File: src/rtl/ram_arbiter_pkg.sv
// Shared definitions for the two-port word_ram arbiter.
package ram_arbiter_pkg;

    localparam logic [1:0] IDLE = 2'd0;
    localparam logic [1:0] OWN0 = 2'd1;
    localparam logic [1:0] OWN1 = 2'd2;

    localparam int unsigned WORD_W = 32;
    localparam int unsigned BE_W   = 4;
    localparam int unsigned HOLD_W = 4;

    typedef enum logic [1:0] {
        StIdle = IDLE,
        StOwn0 = OWN0,
        StOwn1 = OWN1
    } state_e;

endpackage

File: src/rtl/ram_arbiter_rr_grant.sv
// Two-way priority selector: a lone requester wins, on contention the port named by prio_i wins.
module rr_grant (
    input  logic [1:0] req_i,
    input  logic       prio_i,
    output logic [1:0] gnt_o
);

    always_comb begin
        gnt_o[0] = req_i[0] & (~req_i[1] | ~prio_i);
        gnt_o[1] = req_i[1] & (~req_i[0] |  prio_i);
    end

endmodule

File: src/rtl/ram_arbiter.sv
// Arbitrates two masters onto the single word_ram port with locked bursts bounded by MAX_HOLD
// and a registered, fixed 1-cycle read return per port.
module ram_arbiter
    import ram_arbiter_pkg::*;
#(
    parameter int unsigned ADDR_W   = 15,
    parameter int unsigned MAX_HOLD = 4
) (
    input  logic              clk,
    input  logic              rst_n,
    input  logic              m0_req,
    input  logic              m0_lock,
    input  logic [ADDR_W-1:0] m0_addr,
    input  logic [WORD_W-1:0] m0_wdata,
    input  logic [BE_W-1:0]   m0_wenable,
    output logic              m0_gnt,
    output logic              m0_rvalid,
    output logic [WORD_W-1:0] m0_rdata,
    input  logic              m1_req,
    input  logic              m1_lock,
    input  logic [ADDR_W-1:0] m1_addr,
    input  logic [WORD_W-1:0] m1_wdata,
    input  logic [BE_W-1:0]   m1_wenable,
    output logic              m1_gnt,
    output logic              m1_rvalid,
    output logic [WORD_W-1:0] m1_rdata,
    output logic [ADDR_W-1:0] ram_addr,
    output logic [WORD_W-1:0] ram_wdata,
    output logic [BE_W-1:0]   ram_wenable,
    input  logic [WORD_W-1:0] ram_rdata
);

    state_e              state_q, state_d;
    logic                prio_q, prio_d;
    logic [HOLD_W-1:0]   hold_q, hold_d;
    logic [1:0]          rvalid_q, rvalid_d;
    logic [WORD_W-1:0]   rdata0_q, rdata0_d, rdata1_q, rdata1_d;

    logic [1:0]          req, gnt;
    logic                eff_prio, sel, other_req, sel_lock, owner_lock;
    logic [HOLD_W-1:0]   hold_base;
    logic [HOLD_W:0]     hold_next;

    assign req = {m1_req, m0_req};

    // An owner always wins; rr_grant with prio fixed to the owner gives exactly that.
    always_comb begin
        unique case (state_q)
            StOwn0:  eff_prio = 1'b0;
            StOwn1:  eff_prio = 1'b1;
            default: eff_prio = prio_q;
        endcase
    end

    rr_grant u_rr_grant (
        .req_i  (req),
        .prio_i (eff_prio),
        .gnt_o  (gnt)
    );

    assign m0_gnt = gnt[0];
    assign m1_gnt = gnt[1];
    assign sel    = gnt[1];

    always_comb begin
        ram_addr    = sel ? m1_addr  : m0_addr;
        ram_wdata   = sel ? m1_wdata : m0_wdata;
        ram_wenable = '0;
        if (|gnt) begin
            ram_wenable = sel ? m1_wenable : m0_wenable;
        end
    end

    always_comb begin
        other_req  = sel ? m0_req : m1_req;
        sel_lock   = sel ? m1_lock : m0_lock;
        owner_lock = (state_q == StOwn1) ? m1_lock : m0_lock;
        // A hand-over to the other port starts a fresh burst count.
        hold_base  = ((sel && state_q == StOwn1) || (!sel && state_q == StOwn0)) ? hold_q : '0;
        hold_next  = {1'b0, hold_base} + (HOLD_W+1)'(1);

        state_d = state_q;
        prio_d  = prio_q;
        hold_d  = hold_q;
        if (|gnt) begin
            prio_d = ~sel;
            if (sel_lock && (!other_req || hold_next < (HOLD_W+1)'(MAX_HOLD))) begin
                state_d = sel ? StOwn1 : StOwn0;
                hold_d  = other_req ? hold_next[HOLD_W-1:0] : hold_base;
            end else begin
                state_d = StIdle;
                hold_d  = '0;
            end
        end else if (state_q != StIdle && !owner_lock) begin
            state_d = StIdle;
            hold_d  = '0;
        end
    end

    always_comb begin
        rvalid_d[0] = gnt[0] && (m0_wenable == '0);
        rvalid_d[1] = gnt[1] && (m1_wenable == '0);
        rdata0_d    = rvalid_d[0] ? ram_rdata : rdata0_q;
        rdata1_d    = rvalid_d[1] ? ram_rdata : rdata1_q;
    end

    always_ff @(posedge clk or negedge rst_n) begin
        if (!rst_n) begin
            state_q  <= StIdle;
            prio_q   <= 1'b0;
            hold_q   <= '0;
            rvalid_q <= '0;
            rdata0_q <= '0;
            rdata1_q <= '0;
        end else begin
            state_q  <= state_d;
            prio_q   <= prio_d;
            hold_q   <= hold_d;
            rvalid_q <= rvalid_d;
            rdata0_q <= rdata0_d;
            rdata1_q <= rdata1_d;
        end
    end

    assign m0_rvalid = rvalid_q[0];
    assign m1_rvalid = rvalid_q[1];
    assign m0_rdata  = rdata0_q;
    assign m1_rdata  = rdata1_q;

endmodule

File: config.mk
export PLATFORM = sky130hd
export DESIGN_NAME = ram_arbiter
export DESIGN_NICKNAME = d
export VERILOG_FILES = /design/src/rtl/ram_arbiter_pkg.sv /design/src/rtl/ram_arbiter_rr_grant.sv /design/src/rtl/ram_arbiter.sv
export SDC_FILE = /design/constraint.sdc
export NUM_CORES = 1
export LEC_CHECK = 0
export ABC_AREA = 0
export CAP_MARGIN = 20
export CORE_MARGIN = 2
export CORE_UTILIZATION = 38
export DETAILED_ROUTE_END_ITERATION = 8
export PLACE_DENSITY = 0.83
export SLEW_MARGIN = 30
export SYNTH_ARGS = -nofsm -noshare
export SYNTH_HDL_FRONTEND = slang
export SYNTH_SLANG_ARGS = --single-unit
File: constraint.sdc
create_clock -name clk -period 5.6 [get_ports clk]
set_input_delay 0.84 -clock clk [delete_from_list [all_inputs] [get_ports clk]]
set_output_delay 0.84 -clock clk [all_outputs]
set_load 0.05 [all_outputs]
==> flow_summary.toml, run 1 <==
[place]
place_inst = 638
port_buffers = 258
dp_hpwl_um = 10580
gp_congestion = 0.8706

[floorplanning]
die_area_sq_um = 10310
ios = 259
die_w_um = 101.6
die_h_um = 101.6
initial_core_util = 0.3913
rows = 35
fp.coreArea_sq_um = 9240

[detailed_routing]
vias_per_cell = 4.963
drc_errors = 0
drt-pass1-iter-count = 4
drt-initial-drc-count = 133
vias = 3246
wirelength_um = 13210
wl_per_cell_um = 20.19
antenna_left = 0

[clock_tree]
ctsHoldBuffers = 0
insertion_delay_ps = 350
cts_sinks = 73
clk_pin_slew_ps = 80
clockRootBuffer = "clkbuf_8"
cts_tree = "built"
cts-buffers-inserted = 9
ctsResizeCount = 0
clock_path_buffers = 2
post_cts_buffers = 0
htreeDepth = 3

[timing]
finalCritPeriodShare = 0.7526
tightest_slew_ps = 641.2
finalCriticalPeriod_ps = 4214
hold_violations = 0
hold_ws_ps = 505.9
final_max_slew_viol_count = 0
slew_headroom = 0.5725
finalSetupTns_ps = 0
finalClockSkew_ps = 13.19
setup_viol = 0
max_freq_ghz = 0.2373
rsz0062_at_grt = "no"

[final_layout]
multi_input_area_sq_um = 1699
layout-drive-gt1-share = 0.2667
n_antenna_cell = 0
utilization = 0.7044
seq_area_sq_um = 1827
syn_to_final_growth_pct = 80.00
fillCellCount = 676
fin_cells = 654
nNetsFinal = 664

[synth]
syn_avg_cell_area_sq_um = 13.91
yosys_warnings = 0
synth_common_cells = "112 x mux2_2, 73 x dfrtp_1, 12 x buf_2"
yosys.area.top_type = "dfrtp_1"
yosysTopAreaCellShare = 0.5052
synth.most_common_cell = "mux2_2"
synthArstFlopShare = 1.000
ys.flop_type = "dfrtp_1"
syn_nets = 404
seq_area_frac_synth = 0.5052
synth_area_leaders = "dfrtp_1 51%, mux2_2 35%, a22o_1 1.7%"
synth-seq-cells = 73
synth_cell_types = 29
netlist_area_sq_um = 3616
syn_inst = 260
synth_enable_flop_cells = 0

[grt]
grt_first_pass_wirelength_um = 18890
antenna_found_initial = 0
grt_pass1_vias = 3470
grtUsageTotal = 0.2478
grt.overflow.total = 0
grt_max_degree = 74

[power]
net-switching-power_uw = 1144
internal-power_uw = 1360
p_per_area_nw_per_um2 = 384.7
p_clk_frac = 0.154
p_seq_frac = 0.292
peakVddDrop_uv = 328.3
switching_share = 0.4570
p_leak_uw = 0.002713
power.share.combinational = 0.554

[critical_path]
critPathArrivalTime_ps = 3370
start_kind = "input pin"
regToRegSetupSlack_ps = 2410
worstPathMaxFanout = 25
r2r-end = "state_q[0]"
regToRegStartpoint = "state_q[1]"
path_class = "in -> out"
cp.required_ps = 4760
end_kind = "primary output"
r2r_cells = 11

[min_path]
hold_class = "reg -> reg"
whs_path_depth = 1
hold_start = "m0_rdata[31]"
min_to = "m0_rdata[31]"

[job]
drv_cap = 0

[run_status]
status = "finished, final reports clean"
-- per-stage QoR --
stage	power, uW	setup WS, ps	cell area [sq um]
global placement	2106	1479	6321
floorplan	1595	2280	3616
global route	2601	1294	6509
detailed placement	2134	1416	6321
finish	2504	1386	6509
CTS	2527	1408	6505
-- worst max-delay path: stages --
cell and delay, ps:
clkdlybuf4s50_1 700, inv_1 180, a21oi_4 150, buf_4 330, mux2_2 390, clkdlybuf4s50_1 780
-- cell usage in the layout (no fill, tap or decap), types with 2 or more instances in the layout --
master	instances
nand3_1	4
a22o_1	7
o211ai_1	3
clkdlybuf4s50_1	257
inv_6	3
a21o_1	2
a21oi_1	3
buf_4	4
and2_1	2
ha_1	4
nor4_1	2
o22ai_1	3
mux2i_1	3
o21a_1	2
inv_1	5
mux2_2	112
clkbuf_8	9
nand2_1	4
dfrtp_1	73
nor2_1	6
nor2b_1	2
clkinvlp_4	3
-- registers in the layout, summed over array words and instances (netlist names) --
register and flops:
m1_rdata 32, rvalid_q 2, m0_rdata 32, prio_q 1, state_q 2, hold_q 4
-- cells by family (layout without fill, tap and decap cells) --
kind of cell | Yosys count | after routing | share of synthesized area
compound gates | 24 | 24 | 0.05432
fa+ha+maj | 4 | 4 | 0.01384
buf+inv | 19 | 284 | 0.02491
flops | 73 | 73 | 0.5052
mux | 115 | 115 | 0.3571
simple gates | 25 | 25 | 0.04464
-- metal layers --
layer | share of wire | wire, um | GRT usage
met5 | 0 | 0 | 0
met4 | 0.042 | 561 | 0.1351
met3 | 0.10 | 1314 | 0.08972
met2 | 0.51 | 6712 | 0.4347
met1 | 0.35 | 4617 | 0.2564
-- worst max-delay path by stage --
stage | from | endpoint | slack [ps] | cells past startpoint
4_1_cts | m1_req | ram_wdata[2] | 1410 | 6
6_report | m1_req | ram_addr[1] | 1390 | 6
5_1_grt | m1_req | ram_addr[1] | 1290 | 6
3_5_place_dp | m1_req | ram_wdata[2] | 1420 | 6
2_1_floorplan | m0_req | ram_wenable[1] | 2280 | 5
3_3_place_gp | m1_req | ram_addr[1] | 1480 | 6
-- power by group through the flow --
stage / Combinational (uW) / Sequential [uW] / Clock (uW)
6_report: 1390 / 731 / 385
5_1_grt: 1430 / 748 / 419
4_1_cts: 1400 / 733 / 398
3_5_place_dp: 1390 / 743 / 0
3_3_place_gp: 1370 / 732 / 0
2_1_floorplan: 388 / 1210 / 0
-- area by class of cell --
cell class | count | share of cell area
clock buffers | 9 | 0.01903
clock inverters | 7 | 0.009227
inverters | 5 | 0.002884
multi-input cells | 168 | 0.2611
flip-flops and latches | 73 | 0.2807
well taps | 129 | 0.02480
repair buffers | 263 | 0.4023
No activity file was read; power rests on OpenSTA's default activity.
==> inputs of run 2 (changes only) <==
Settings changed: CORE_UTILIZATION 38 to 35, PLACE_DENSITY 0.83 to 0.77.
Clock period 5.6 ns to 4.3 ns, I/O delays scaled along.
==> run 2 against run 1 <==
Global-route usage decreased by 2.3 points. Combinational power increased by 40%. Via count decreased by 2.9%. First-iteration DRC count increased by 44%. Core utilization decreased by 1.3 points. Sequential power increased by 31%. Clock skew about the same. Die area increased by 8.2%. Routed wire length decreased by 3.3%. Largest power group unchanged.
==> flow_summary.toml, run 2 (synthesized netlist as in run 1, its figures left out) <==
[run_status]
status = "finished, final reports clean"

[timing]
finalSetupTns_ps = 0
max_freq_ghz = 0.2866
finalCriticalPeriod_ps = 3489
tightest_slew_ps = 562.6
setup_viol = 0
finalClockSkew_ps = 12.93
fin_ws_ps = 811.1
final_max_slew_viol_count = 0
rsz0062_at_grt = "no"
finalCritPeriodShare = 0.8114
hold_violations = 0
slew_headroom = 0.6238
hold_ws_ps = 280.4

[critical_path]
cp_common_cell = "a22o_1"
end_kind = "flop"
path_class = "in -> reg"
cpPeakStageDelay_ps = 740
crit_chain = "clkdlybuf4s50_1 > nor3b_1 > nor4_4 > and2_1 > ha_1 > a21bo_2 > a21o_1 > a22o_1 > a311oi_2 > a22o_1"
start_kind = "input pin"
slowest_stage = "clkdlybuf4s50_1"
worstPathMaxFanout = 12
critPathArrivalTime_ps = 3770
cp.required_ps = 4580

[grt]
grt_pass1_vias = 3472
grt_max_degree = 56
grt.overflow.total = 0
grtUsageMet3 = 0.06679
use_met2 = 0.4083
grt.busiest_layer = "met2"
use_met1 = 0.2509
grt_first_pass_wirelength_um = 19220
antenna_found_initial = 0
grtUsageTotal = 0.2250

[final_layout]
layout_commonest_cell = "clkdlybuf4s50_1"
utilization = 0.6914
nNetsFinal = 663
layout-drive-gt1-share = 0.3645
final_cell_mix = "205 x clkdlybuf4s50_1, 112 x mux2_2, 73 x dfrtp_1"
syn_to_final_growth_pct = 94.74
n_antenna_cell = 0

[power]
net-switching-power_uw = 1520
p_per_area_nw_per_um2 = 484.6
switching_share = 0.4453
p_clk_frac = 0.148
finalPower_uw = 3413
power.share.combinational = 0.572
internal-power_uw = 1893
p_leak_uw = 0.002996
peakVddDrop_uv = 369.3
p_seq_frac = 0.280

[detailed_routing]
drc_errors = 0
vias_per_cell = 4.777
drt-initial-drc-count = 192
vias = 3153
wl_per_cell_um = 19.35
drt-pass1-iter-count = 4
wirelength_um = 12770
antenna_left = 0

[place]
dp_slack_ps = 506.6
port_buffers = 258
gp_congestion = 0.8543
dp_hpwl_um = 10020

[floorplanning]
die_h_um = 105.6
rows = 37
fp.coreArea_sq_um = 10180
die_area_sq_um = 11160
ios = 259
die_w_um = 105.6
initial_core_util = 0.3550

[min_path]
hold_class = "in -> async"

[clock_tree]
htreeDepth = 3
clockRootBuffer = "clkbuf_8"
ctsHoldBuffers = 0
ctsResizeCount = 0
cts_tree = "built"
insertion_delay_ps = 350
post_cts_buffers = 0
clk_pin_slew_ps = 90
clock_path_buffers = 2
cts_sinks = 73
cts-buffers-inserted = 9

[job]
drv_cap = 0
[run 2: cell types whose count changed in the layout (fill, tap and decap cells not counted)]
cell             change
buf_12              +53
clkdlybuf4s50_1     -52
buf_6                -1
buf_2                -1
[run 2: worst paths after layout]
path,startpoint,endpoint,slack [ps],cells past startpoint
min in group clk,m0_rdata[25],m0_rdata[25],510,1
max in group asynchronous,rst_n,m0_rdata[27],3220,2
worst max-delay path,m0_req,state_q[1],810,10
worst min-delay path,rst_n,m0_rdata[3],280,1
worst max register to register,state_q[0],state_q[1],1110,11
worst min register to register,m0_rdata[25],m0_rdata[25],510,1
[run 2: per-layer routing]
layer / wire [um] / vias to the layer above
li1: - / 1471
met1: 4739 / 1519
met2: 6749 / 146
met3: 987 / 17
met4: 292 / 0
met5: 0 / -
[run 2: through the flow]
stage / instance area (sq um) / instances
final: 7042 / 660
after global routing: 7042 / 660
after CTS: 7039 / 660
after floorplan: 3616 / 260
after detailed placement: 6855 / 644
after global placement: 6855 / 644
[run 2: critical path, delay by kind of cell]
| family | cells | cell delay [ps] |
|---|---|---|
| adders and majority gates | 1 | 210 |
| buffers and inverters | 1 | 740 |
| AOI/OAI and AO/OA | 5 | 1300 |
| and+or+nand+nor | 3 | 870 |
[run 2: layout make-up]
| cell class | instances | area, sq um |
|---|---|---|
| Tap cell | 136 | 170.2 |
| Fill cell | 734 | 3143 |
| Sequential cell | 73 | 1827 |
| Clock inverter | 7 | 60.06 |
| Multi-Input combinational cell | 168 | 1699 |
| Clock buffer | 9 | 123.9 |
| Timing Repair Buffer | 262 | 3143 |
| Inverter | 5 | 18.77 |
[run 2: power by group through the flow]
stage | logic, uW | clock network (uW) | registers (uW)
global placement | 1940 | 0 | 953
detailed placement | 1960 | 0 | 969
floorplan | 505 | 0 | 1570
global route | 2010 | 550 | 974
CTS | 1970 | 522 | 956
finish | 1950 | 505 | 954
==> RTL edit 1, RTL diff (settings of run 2) <==
The package constant `HOLD_W` goes from 4 to 6.
--- a/src/rtl/ram_arbiter_pkg.sv
+++ b/src/rtl/ram_arbiter_pkg.sv
@@ -7,7 +7,7 @@
 
     localparam int unsigned WORD_W = 32;
     localparam int unsigned BE_W   = 4;
-    localparam int unsigned HOLD_W = 4;
+    localparam int unsigned HOLD_W = 6;
 
     typedef enum logic [1:0] {
         StIdle = IDLE,
Formal check against the unedited RTL: no difference found for any inputs over 10 cycles, from zero or initial values and one cycle with rst_n low; that may be too few to reach the edited logic, so the function may still have changed.
==> RTL edit 1 against run 2 <==
  * Synthesized area rose by 1.9%
  * Final cell count is 1.4% higher
  * Sequential cell count rose by 2
  * Total power rose by 0.43%
  * Maximum frequency fell by 0.46%
  * Clock skew shrank 0.0039 ns
  * Wire length increased by 3.9%
  * Critical path depth is 4 lower
  * Count of clock-buffer cells in the layout grew 1
  * Global-route usage up 0.80 points
  * Design area increased by 1.0%
  * Setup slack worse by 0.016 ns
  * Register-to-register slack gained 0.54 ns
  * Clock power is 11% higher
==> RTL edit 1: results (changes against run 2) <==
run_status:
  outcome: "finished clean"  # unchanged
detailed_routing:
  drt-initial-drc-count: 166  # was 192
  wl_per_cell_um: 19.83  # was 19.35 um
  drt_pass1_iterations: 4  # unchanged
  wl_um: 13260  # was 12770 um
  m1WireLength_um: 5083  # was 4739 um
  wl_met2_um: 6658  # was 6749 um
  drt-vias-per-instance: 4.874  # was 4.777
  topRoutingLayerUsed: "met5"  # was met4
  wl_met3_um: 1288  # was 987 um
grt:
  busiest_layer: "met2"  # unchanged
  grt_pass1_wl_um: 20070  # was 19220 um
  grt_usage_pct: 23.30  # was 22.50%
  use_met2_pct: 39.72  # was 40.83%
  grt_pass1_vias: 3426  # was 3472
  use_met1_pct: 27.46  # was 25.09%
  grt_max_degree: 76  # was 56
  antenna_found_initial: 1  # was 0
  use_met3_pct: 8.936  # was 6.679%
setup_path:
  r2r_slack_ns: 1.65  # was 1.11 ns
  worstPathArrival_ns: 2.86  # was 3.77 ns
  r2r_cells: 10  # was 11
  crit_start: "m1_req"  # was m0_req
  cp_max_fo: 44  # was 12
  cp-endpoint: "ram_wdata[14]"  # was state_q[1]
cts:
  holdBufCountCts: 0  # unchanged
  cts-buffers-inserted: 9  # unchanged
  postCtsSetupBuffers: 0  # unchanged
  clkLatencyLatePin_ns: 0.35  # about the same
synthesis:
  synth_common_cells: "mux2_2 (111), dfrtp_1 (75), buf_2 (9), inv_1 (7), nand2_1 (7)"  # was mux2_2 (112), dfrtp_1 (73), buf_2 (12), a22o_1 (7), nor2_1 (6)
  yosys_warnings: 0  # unchanged
  ys_types: 35  # was 29
  ys_seq_area_share_pct: 50.93  # was 50.52%
  synthCells: 271  # was 260
  synth_flop_cell: "dfrtp_1"  # unchanged
  syn_nets: 415  # was 404
  synth_area_leaders: "dfrtp_1 (51%), mux2_2 (34%), ha_1 (1.4%)"  # was dfrtp_1 (51%), mux2_2 (35%), a22o_1 (1.7%)
place:
  pre_cts_slack_ns: 0.8231  # was 0.5066 ns
  dp.cells: 653  # was 644
  place_area_mm2: 0.006904  # was 0.006855 mm2
  gp_congestion: 0.9578  # was 0.8543
  dpl.hpwl_um: 10420  # was 10020 um
timing:
  skew_ns: 0.009013  # was 0.01293 ns
  hold_slack_ns: 0.3057  # was 0.2804 ns
  finalCriticalPeriod_ns: 3.505  # was 3.489 ns
  tightest_slew_ns: 0.8424  # was 0.5626 ns
power:
  power.leakage_nw: 3.022  # was 2.996 nW
  ir_worst_vdd_uv: 367.0  # was 369.3 uV
finish:
  fin_nets: 672  # was 663
  drive_gt1_share_pct: 34.71  # was 36.45%
==> RTL edit 1: kinds of logic after synthesis <==
logic type / share of synthesized area (%)
and+or+nand+nor: 5.093
AOI/OAI and AO/OA: 5.195
adders and majority gates: 1.358
DFF: 50.93
buffers and inverters: 2.852
muxes: 34.57
==> RTL edit 1: area by class of cell <==
type | instances | area [um2]
clock buffer | 10 | 137.6
clock inverter | 6 | 70.07
fill | 759 | 3162
inverter | 7 | 26.28
multi-input combinational | 175 | 1703
sequential | 75 | 1877
tap | 136 | 170.2
timing repair buffer | 260 | 3132
==> RTL edit 1: critical path, stage by stage <==
cell             delay [ns]
clkdlybuf4s50_1        0.73
inv_1                  0.19
a21oi_4                0.39
buf_12                 0.29
mux2_2                 0.40
buf_12                 0.16
==> RTL edit 1: power breakdown <==
group	total, mW	internal, mW	switching (mW)
Clock	0.561	0.290	0.271
Sequential	0.966	0.877	0.0892
Combinational	1.90	0.789	1.11
Total	3.43	1.96	1.47
==> RTL edit 2, RTL diff (config.mk and constraints of run 2) <==
Without the edit above. `hold_q`, `rdata0_q` and `rdata1_q` no longer have a reset.
--- a/src/rtl/ram_arbiter.sv
+++ b/src/rtl/ram_arbiter.sv
@@ -108,18 +108,18 @@
         if (!rst_n) begin
             state_q  <= StIdle;
             prio_q   <= 1'b0;
-            hold_q   <= '0;
             rvalid_q <= '0;
-            rdata0_q <= '0;
-            rdata1_q <= '0;
         end else begin
             state_q  <= state_d;
             prio_q   <= prio_d;
-            hold_q   <= hold_d;
             rvalid_q <= rvalid_d;
-            rdata0_q <= rdata0_d;
-            rdata1_q <= rdata1_d;
         end
+    end
+
+    always_ff @(posedge clk) begin
+        hold_q   <= hold_d;
+        rdata0_q <= rdata0_d;
+        rdata1_q <= rdata1_d;
     end
 
     assign m0_rvalid = rvalid_q[0];
Check against the original RTL: not equivalent (a bounded check fails within 4 cycles, from zero or initial values and one cycle with rst_n low).
==> RTL edit 2 against run 2 <==
  * Setup slack got worse by 0.23 ns
  * Wire length shrank 14%
  * Design area fell by 13%
  * Critical endpoint is now ram_addr[8]
  * Sequential cell count unchanged
  * Synthesized area fell by 12%
  * Critical path depth shrank 5
  * Die area fell by 11%
Power is not compared: it rests on default switching activity, and its combinational part moved more than twofold at a synthesized area within 25%.
==> RTL edit 2: results (changes against run 2) <==
place:
  pre_cts_slack_ns: 0.5743  # was 0.5066 ns
  gp_congestion: 0.9122  # was 0.8543
  dpl.hpwl_um: 8911  # was 10020 um
setup_path:
  cp-endpoint: "ram_addr[8]"  # was state_q[1]
  crit_start: "m1_req"  # was m0_req
  worstPathArrival_ns: 3.08  # was 3.77 ns
  critPathMaxStageDelay_ns: 0.76  # was 0.74 ns
  crit_family: "buffers and inverters"  # was compound AO/OA/AOI/OAI gates
  r2r_cells: 10  # was 11
  r2r_slack_ns: 1.34  # was 1.11 ns
  cp_max_fo: 53  # was 12
timing:
  skew_ns: 0.005982  # was 0.01293 ns
  hold_slack_ns: 0.5437  # was 0.2804 ns
  fmax_ghz: 0.2686  # was 0.2866 GHz
  tightest_slew_ns: 0.6606  # was 0.5626 ns
synthesis:
  synth_area_leaders: "edfxtp_1 (64%), mux2_2 (13%), mux2_1 (4.6%)"  # was dfrtp_1 (51%), mux2_2 (35%), a22o_1 (1.7%)
  synth_common_cells: "edfxtp_1 (68), mux2_2 (36), mux2_1 (13), nand2_1 (8), inv_1 (7)"  # was mux2_2 (112), dfrtp_1 (73), buf_2 (12), a22o_1 (7), nor2_1 (6)
  ys_types: 34  # was 29
  syn_nets: 335  # was 404
  synth-edff-count: 68  # was 0
  async_reset_ff_share_pct: 6.849  # was 100.0%
run_status:
  outcome: "finished clean"  # unchanged
detailed_routing:
  drt-initial-drc-count: 77  # was 192
  wl_met3_um: 1077  # was 987 um
  wl_met2_um: 5779  # was 6749 um
  wl_per_cell_um: 19.20  # was 19.35 um
  drt-vias-per-instance: 4.875  # was 4.777
  m1WireLength_um: 3781  # was 4739 um
grt:
  use_met3_pct: 6.957  # was 6.679%
  grt_max_degree: 54  # was 56
  grt_pass1_vias: 2825  # was 3472
  grt_pass1_wl_um: 15800  # was 19220 um
  use_met2_pct: 39.50  # was 40.83%
  grt_usage_pct: 21.25  # was 22.50%
  use_met1_pct: 22.31  # was 25.09%
finish:
  num-fill-cells: 620  # was 734
  drive_gt1_share_pct: 13.23  # was 36.45%
  fin_nets: 600  # was 663
cts:
  cts-resized-gates: 0  # unchanged
  clkLatencyLatePin_ns: 0.33  # was 0.35 ns
  cts.clk_slew.worst_paths_ns: 0.07  # was 0.09 ns
power:
  pwr-share-comb_pct: 35.7
  total_power_mw: 1.956
[RTL edit 2: cell types whose count changed after synthesis, sizes merged, moves of 3 or more]
cell,change
nor2,-4
mux2,-63
a22o,-3
and2,+3
a211oi,+3
buf,-8
edfxtp,+68
dfrtp,-68
nand2,+4
[RTL edit 2: cell families after synthesis]
| family | count (synthesis) | synth area share [%] |
|---|---|---|
| AOI/OAI and AO/OA | 23 | 5.834 |
| adders and majority gates | 4 | 1.566 |
| muxes | 51 | 17.89 |
| buffers and inverters | 14 | 1.840 |
| and+or+nand+nor | 26 | 5.051 |
| DFF | 73 | 67.82 |
[RTL edit 2: cell type report]
cell class                 count  area share (%)
timing repair buffer         261           43.06
clock inverter                 7          0.7579
tap                          108           2.212
multi-input combinational    104           16.04
clock buffer                   9           2.028
inverter                       7          0.4302
sequential                    73           35.48
[RTL edit 2: per-stage QoR]
step,std cells,instance area [um2]
detailed placement,553,5938
floorplan,191,3196
finish,569,6108
CTS,569,6108
global route,569,6108
global placement,553,5938
